**src/rtl/sra_srl_iterative_if.sv**
```systemverilog
// Start/ready bundle for the iterative right shifter.
// The master drives requests; the slave returns the result.
interface sra_srl_iterative_if #(
    parameter int WIDTH   = 32,
    parameter int SHAMT_W = 5
);
    logic               ctrl_SHIFT;
    logic               ctrl_arith;
    logic [WIDTH-1:0]   data_operandA;
    logic [SHAMT_W-1:0] ctrl_shiftamt;
    logic [WIDTH-1:0]   data_result;
    logic               data_resultRDY;
    logic               busy;

    modport master (
        output ctrl_SHIFT,
        output ctrl_arith,
        output data_operandA,
        output ctrl_shiftamt,
        input  data_result,
        input  data_resultRDY,
        input  busy
    );

    modport slave (
        input  ctrl_SHIFT,
        input  ctrl_arith,
        input  data_operandA,
        input  ctrl_shiftamt,
        output data_result,
        output data_resultRDY,
        output busy
    );
endinterface

```
**src/rtl/sra_srl_iterative.sv**
```systemverilog
// Multicycle SRL/SRA unit: one power-of-two stage per clock,
// highest stage first, fixed latency of SHAMT_W cycles.
module sra_srl_iterative #(
    parameter int WIDTH   = 32,
    parameter int SHAMT_W = 5
) (
    input  logic                 clock,
    input  logic                 reset,
    sra_srl_iterative_if.slave   bus
);

    typedef enum logic [1:0] {
        IDLE,
        SHIFT,
        DONE
    } state_t;

    localparam logic [SHAMT_W-1:0] LAST = SHAMT_W'(SHAMT_W - 1);

    state_t             state_q;
    logic [WIDTH-1:0]   work_q;
    logic [WIDTH-1:0]   work_d;
    logic [WIDTH-1:0]   res_q;
    logic [SHAMT_W-1:0] amt_q;
    logic [SHAMT_W-1:0] cnt_q;
    logic               fill_q;
    logic               rdy_q;
    logic               busy_q;

    // Each stage is a fixed-distance slice with the latched fill bit
    logic [WIDTH-1:0] stage_w [SHAMT_W];

    for (genvar k = 0; k < SHAMT_W; k++) begin : g_stage
        localparam int D = 1 << k;
        assign stage_w[k] = {{D{fill_q}}, work_q[WIDTH-1:D]};
    end

    // Pick the stage selected by the counter, apply it if its amount bit is set
    always_comb begin
        work_d = work_q;
        for (int k = 0; k < SHAMT_W; k++) begin
            if (cnt_q == SHAMT_W'(k) && amt_q[k]) begin
                work_d = stage_w[k];
            end
        end
    end

    // Control FSM with registered outputs and working registers
    always_ff @(posedge clock) begin
        if (!reset) begin
            state_q <= IDLE;
            work_q  <= '0;
            res_q   <= '0;
            amt_q   <= '0;
            cnt_q   <= '0;
            fill_q  <= 1'b0;
            rdy_q   <= 1'b0;
            busy_q  <= 1'b0;
        end else begin
            case (state_q)
                IDLE, DONE: begin
                    rdy_q <= 1'b0;
                    if (bus.ctrl_SHIFT) begin
                        work_q  <= bus.data_operandA;
                        amt_q   <= bus.ctrl_shiftamt;
                        fill_q  <= bus.ctrl_arith
                                 & bus.data_operandA[WIDTH-1];
                        cnt_q   <= LAST;
                        busy_q  <= 1'b1;
                        state_q <= SHIFT;
                    end else begin
                        state_q <= IDLE;
                    end
                end
                SHIFT: begin
                    work_q <= work_d;
                    cnt_q  <= cnt_q - SHAMT_W'(1);
                    if (cnt_q == '0) begin
                        res_q   <= work_d;
                        rdy_q   <= 1'b1;
                        busy_q  <= 1'b0;
                        state_q <= DONE;
                    end
                end
                default: begin
                    state_q <= IDLE;
                    rdy_q   <= 1'b0;
                    busy_q  <= 1'b0;
                end
            endcase
        end
    end

    assign bus.data_result    = res_q;
    assign bus.data_resultRDY = rdy_q;
    assign bus.busy           = busy_q;

endmodule

```
**src/flat_wrapper.sv**
```systemverilog
// flat-port wrapper written by rule: the top's interface ports become plain ports
module sra_srl_iterative_flat 
#(
    parameter int WIDTH   = 32,
    parameter int SHAMT_W = 5
)
  (clock, reset, bus_ctrl_SHIFT, bus_ctrl_arith, bus_data_operandA, bus_ctrl_shiftamt, bus_data_result, bus_data_resultRDY, bus_busy);
  sra_srl_iterative_if #(.WIDTH(WIDTH), .SHAMT_W(SHAMT_W)) bus_i ();
  input  logic clock;
  input  logic reset;
  input wire logic [$bits(bus_i.ctrl_SHIFT)-1:0] bus_ctrl_SHIFT;
  input wire logic [$bits(bus_i.ctrl_arith)-1:0] bus_ctrl_arith;
  input wire logic [$bits(bus_i.data_operandA)-1:0] bus_data_operandA;
  input wire logic [$bits(bus_i.ctrl_shiftamt)-1:0] bus_ctrl_shiftamt;
  output wire logic [$bits(bus_i.data_result)-1:0] bus_data_result;
  output wire logic [$bits(bus_i.data_resultRDY)-1:0] bus_data_resultRDY;
  output wire logic [$bits(bus_i.busy)-1:0] bus_busy;
  assign bus_i.ctrl_SHIFT = bus_ctrl_SHIFT;
  assign bus_i.ctrl_arith = bus_ctrl_arith;
  assign bus_i.data_operandA = bus_data_operandA;
  assign bus_i.ctrl_shiftamt = bus_ctrl_shiftamt;
  assign bus_data_result = bus_i.data_result;
  assign bus_data_resultRDY = bus_i.data_resultRDY;
  assign bus_busy = bus_i.busy;
  sra_srl_iterative #(.WIDTH(WIDTH), .SHAMT_W(SHAMT_W)) u_core (.clock(clock), .reset(reset), .bus(bus_i));
endmodule
```
**config.mk**
```make
export PLATFORM = sky130hd
export DESIGN_NAME = sra_srl_iterative_flat
export DESIGN_NICKNAME = d
export VERILOG_FILES = /design/src/rtl/sra_srl_iterative_if.sv /design/src/rtl/sra_srl_iterative.sv /design/src/flat_wrapper.sv
export SDC_FILE = /design/constraint.sdc
export NUM_CORES = 1
export LEC_CHECK = 0
export CAP_MARGIN = 25
export CORE_ASPECT_RATIO = 0.6
export CORE_MARGIN = 4
export CORE_UTILIZATION = 25
export DETAILED_ROUTE_END_ITERATION = 8
export PLACE_DENSITY_LB_ADDON = 0.25
export RECOVER_POWER = 25
export SYNTH_ARGS = -nofsm -noshare
export SYNTH_HDL_FRONTEND = slang
export SYNTH_SLANG_ARGS = --single-unit
export TNS_END_PERCENT = 5
```
**constraint.sdc**
```tcl
create_clock -name clock -period 3.8 [get_ports clock]
set_clock_uncertainty 0.15 [all_clocks]
set_input_delay 0.76 -clock clock [delete_from_list [all_inputs] [get_ports clock]]
set_output_delay 0.76 -clock clock [all_outputs]
set_load 0.02 [all_outputs]
```
# == Yosys cells after proc, flatten, opt, wreduce, memory -nomap -nowiden ==
# Cells that the tools add are included.
# Widths: inputs -> output; s select.
# totals
inputBits,41
regBits,79
elab_cells,47
out_inout_bits,34
# classes
n_bitwise,1
n_eq_ne,8
add_sub_neg,1
mux,15
n_reduce_logical,14
# ops
cell,count
$mux 32,6
$pmux 32 s2,1
$eq 5x2->1 const B,2
$pmux 5 s2,1
$reduce_and 2->1,5
$eq 5x1->1 const B,1
$eq 5x3->1 const B,1
$logic_and 1x1->1,5
$logic_not 5->1,1
$mux 5,1
$sub 5x1->5 const B,1
$pmux 2 s2,1
$mux 1,3
$eq 2x1->1 const B,1
$eq 2x2->1 const B,1
$logic_not 2->1,1
$mux 2,1
$ne 2x1->1 const B,1
$ne 2x2->1 const B,1
$pmux 1 s2,1
$reduce_bool 2->1,1
$reduce_or 2->1,1
$and 1x1->1,1

# == Longest topological paths before layout ==
# logic_depth
depth_word,8
mapped_depth,10
ltp_nobuf,7

# == Worst setup path after synthesis ==
# Ideal clock, no wire load.
# synth_path
path_type,reg-to-reg
start,register u_core.cnt_q[0]
end,register u_core.work_q[1]
n_path_buf,1
t_required_ps,3530
stages_incl_launch_ff,9
t_arrival_ps,1839
setup_slack_ps,1691
path_cell_list,dfxtp_1 inv_1 ha_1 nand2_1 or4_1 buf_2 o221a_2 a211oi_1 nor2_1
# synth_between
elab_chain_cells,8
elab_cells_between_ends,16
classes_between,4 x eq/ne; 6 x mux; 6 x reduce/logical
# synth_rtl
item,line_no,text
from (decl),sra_srl_iterative.sv:25,logic [SHAMT_W-1:0] cnt_q;
from (signal assigned),sra_srl_iterative.sv:77,cnt_q <= cnt_q - SHAMT_W'(1);
$logic_not 5->1,sra_srl_iterative.sv:42,if (cnt_q == SHAMT_W'(k) && amt_q[k]) begin
$logic_and 1x1->1,sra_srl_iterative.sv:42,
$mux 32 (4 in series),sra_srl_iterative.sv:42,
$mux 32 (*),sra_srl_iterative.sv:42,
$pmux 32 s2 (*),sra_srl_iterative.sv:60,case (state_q)
to (signal assigned),sra_srl_iterative.sv:64,work_q <= bus.data_operandA;
to (signal assigned),sra_srl_iterative.sv:76,work_q <= work_d;
to (decl),sra_srl_iterative.sv:21,logic [WIDTH-1:0] work_q;
# Every way passes the cells marked *; elsewhere a longest branch is shown, timed or not.
# A chain may end at the register's enable or synchronous reset.

# == Final worst setup path ==
# layout_path
start,input port bus_ctrl_SHIFT
end,register u_core.work_q[22]
# layout_between
elab_chain_cells,2
# layout_rtl
item,line_no,text
from (decl),flat_wrapper.sv:11,input wire logic [$bits(bus_i.ctrl_SHIFT)-1:0] bus_ctrl_SHIFT;
$ne 2x2->1 (no source line),-,
$reduce_and 2->1 (no source line),-,
# No other way between the ends.

==> metrics.yaml <==
status: "finished clean"
synth_mux_area_frac: 0.04643
r2r_slack_ns: 0.96
min_period_ns: 3.042
slew_viol_final: 0
endpoint_kind: "flop"
antenna_cells: 0
drt_pre_antenna_iters: 6
antenna_found_initial: 1
synthDominantCellAreaShare: 0.3190
utilization: 0.3182
portBuffers: 74
setup_viol: 0
yosysSeqAreaShare: 0.3190
finalNetCount: 689
area_growth_pct: 23.39
p_comb_frac: 0.229
cp.required_ns: 3.84
synthTopCellsByCount: "dfxtp_1 (79), o21ai_0 (71), a21oi_1 (42)"
synth_area_leaders: "dfxtp_1 (32%), o21ai_0 (7.2%), a22o_1 (5.5%)"
grt_pass1_wl_mm: 31.00
viasPerCell: 5.698
power_frac_seq: 0.404
globalRouteOverflowTotal: 0
place.gp.congestion: 0.9537
coreArea_um2: 19230
drcViolationCount: 0
synthAdderAreaFrac: 0.01262
synth-edff-count: 0
start_kind: "input pin"
cts-hold-fix-buffers: 0
syn_inst: 607
grt_use_total: 0.1821
worstSetupPathType: "in2reg"
vdd_ir_drop_max_v: 0.0002014
synth_fp_nets: 653
yosysMostFrequentCell: "dfxtp_1"
antenna_left: 0
dieArea_um2: 22230
synth_area_per_cell_um2: 8.169
rows: 39
clk_latency_ns: 0.34
synth-xor-area-share: 0
finalCritPeriodShare: 0.8004
hold_violations: 0
wl_met2_mm: 7.465
pwr-share-clk: 0.367
top_layer_used: "met5"
r2r_start: "u_core.cnt_q[0]"
rsz0062_at_grt: "no"
wl_mm: 20.37
die_h_um: 117.1
synth-simple-area-share: 0.1670
die_width_um: 189.8
r2r_end: "u_core.bus.data_result[25]"
slew_headroom: 0.3851
met1_length_mm: 10.15
cts_htree_levels: 3
setup_tns_ns: 0
clk_pin_slew_ns: 0.06
yosysTopAreaCell: "dfxtp_1"
synth_ff_type: "dfxtp_1"
synthArstFlopShare: 0
num_vias: 5208
wl_per_cell_um: 22.29
synth_cell_type_count: 57
p_switching_mw: 0.8226
drive_gt1_frac: 0.09105
yosysWarnings: 0
synth_seq_cells: 79
start_util: 0.2579
place_hpwl_mm: 14.97
drtIter0Drc: 744
max_freq_ghz: 0.3288
path_max_fanout: 24
reg2reg_depth: 7
power_density_nw_per_um2: 400.5
arrival_ns: 3.08
syn_area_um2: 4959
clockRootBuffer: "clkbuf_16"
drv_cap: 0
cts_sinks: 79
cts_setup_buffers: 0
cts_buffer_depth: 2
endpoint: "u_core.work_q[22]"
tightest_slew_ns: 0.9214
grt_start_max_net_pins: 43
cts_tree: "yes"
crit_path_start: "bus_ctrl_SHIFT"
grt_pass1_vias: 4908
power_leakage_nw: 2.253
cts_buffers: 9
cts_resized: 0
synth_compound_area_frac: 0.3886
worst_hold_path_type: "reg2reg"
met3_length_mm: 2.573
switching_share: 0.3357
p_int_mw: 1.628
io_pins: 75
synth_top_family_by_area: "compound AO/OA/AOI/OAI gates"
==> power groups by stage <==
stage                     Combinational, mW  Clock (mW)  Sequential, mW
after floorplan                       0.367           0           0.971
after global placement                0.551           0            1.00
after detailed placement              0.554           0            1.00
after CTS                             0.557       0.918           0.985
after global routing                  0.606       0.954           0.996
final                                 0.561       0.900           0.990
==> sequential cells by signal, summed over array words and instances, names as in the netlist <==
| signal | flops |
|---|---|
| u_core.work_q | 32 |
| u_core.bus.data_resultRDY | 1 |
| u_core.bus.data_result | 32 |
| u_core.state_q | 2 |
| u_core.fill_q | 1 |
| u_core.bus.busy | 1 |
| u_core.amt_q | 5 |
| u_core.cnt_q | 5 |
==> area by class of cell <==
class	instances	area (um^2)
fillers	2083	13110
multi-input cells	460	3048
flip-flops and latches	79	1582
repair buffers	88	833.3
well taps	266	332.8
clock buffers	9	225.2
clock inverters	7	78.83
inverters	5	18.77
==> cell usage in the layout (no fill, tap or decap), types with 3 or more instances in the layout <==
cell,netlist,final
nor3_1,15,15
clkdlybuf4s50_1,0,55
o221a_2,8,8
mux2i_1,14,14
nand3_1,26,26
nor2b_1,14,14
nor2_1,20,20
a211oi_1,9,9
mux2_2,8,8
a21o_1,7,7
o21ai_1,13,13
a21oi_1,42,42
a21boi_0,7,7
a2bb2oi_1,4,4
and3_1,12,12
nand2b_1,5,5
dfxtp_1,79,79
a221o_1,9,9
a22o_1,31,31
o22ai_1,4,4
a211o_1,14,14
ha_1,5,5
nand2_1,37,37
a31oi_1,18,18
inv_1,4,4
o211ai_1,8,8
dlygate4sd3_1,0,18
and2_1,7,6
o21ai_0,71,71
o211a_1,3,3
a22oi_1,15,15
buf_4,4,12
clkbuf_16,0,9
a32oi_1,9,9
==> stage by stage <==
stage          cell area, um^2  instances  hold slack [ns]  setup slack (ns)  total power, mW
3_5_place_dp              5817        897           0.3082            0.8859            1.557
4_1_cts                   6121        913           0.3174            0.9543            2.460
3_3_place_gp              5817        897           0.3038            0.9062            1.554
6_report                  6118        914           0.3037            0.7583            2.450
5_1_grt                   6118        914           0.3228            0.5555            2.556
2_1_floorplan             4959        607           0.2935             1.691            1.338
==> worst max-delay path: stages <==
cell and delay [ns]:
dlygate4sd3_1 0.52, clkbuf_1 0.56, nor2b_1 0.39, buf_4 0.36
nor3_1 0.09, a31oi_1 0.19, nor2b_1 0.16, a41oi_1 0.05
==> cells by family after synthesis <==
kind of cell | count (synthesis)
buffers and inverters | 68
flip-flops | 79
AO/OA/AOI/OAI | 280
multiplexers | 22
AND/OR/NAND/NOR | 153
adder cells (fa/ha/maj) | 5
==> worst min-delay path by stage <==
stage	startpoint	endpoint	slack, ns	cells past startpoint
3_5_place_dp	u_core.bus.data_result[12]	u_core.bus.data_result[12]	0.31	2
2_1_floorplan	u_core.amt_q[4]	u_core.amt_q[4]	0.29	2
3_3_place_gp	u_core.bus.data_result[12]	u_core.bus.data_result[12]	0.30	2
5_1_grt	u_core.bus.data_result[6]	u_core.bus.data_result[6]	0.32	2
4_1_cts	u_core.bus.data_result[12]	u_core.bus.data_result[12]	0.32	2
6_report	u_core.bus.data_result[12]	u_core.bus.data_result[12]	0.30	2
==> layer usage <==
metal | vias up | track usage
li1 | 2392 | -
met1 | 2488 | 0.2854
met2 | 303 | 0.2306
met3 | 23 | 0.07172
met4 | 2 | 0.02987
met5 | - | 0
No activity file was read; power rests on OpenSTA's default activity.
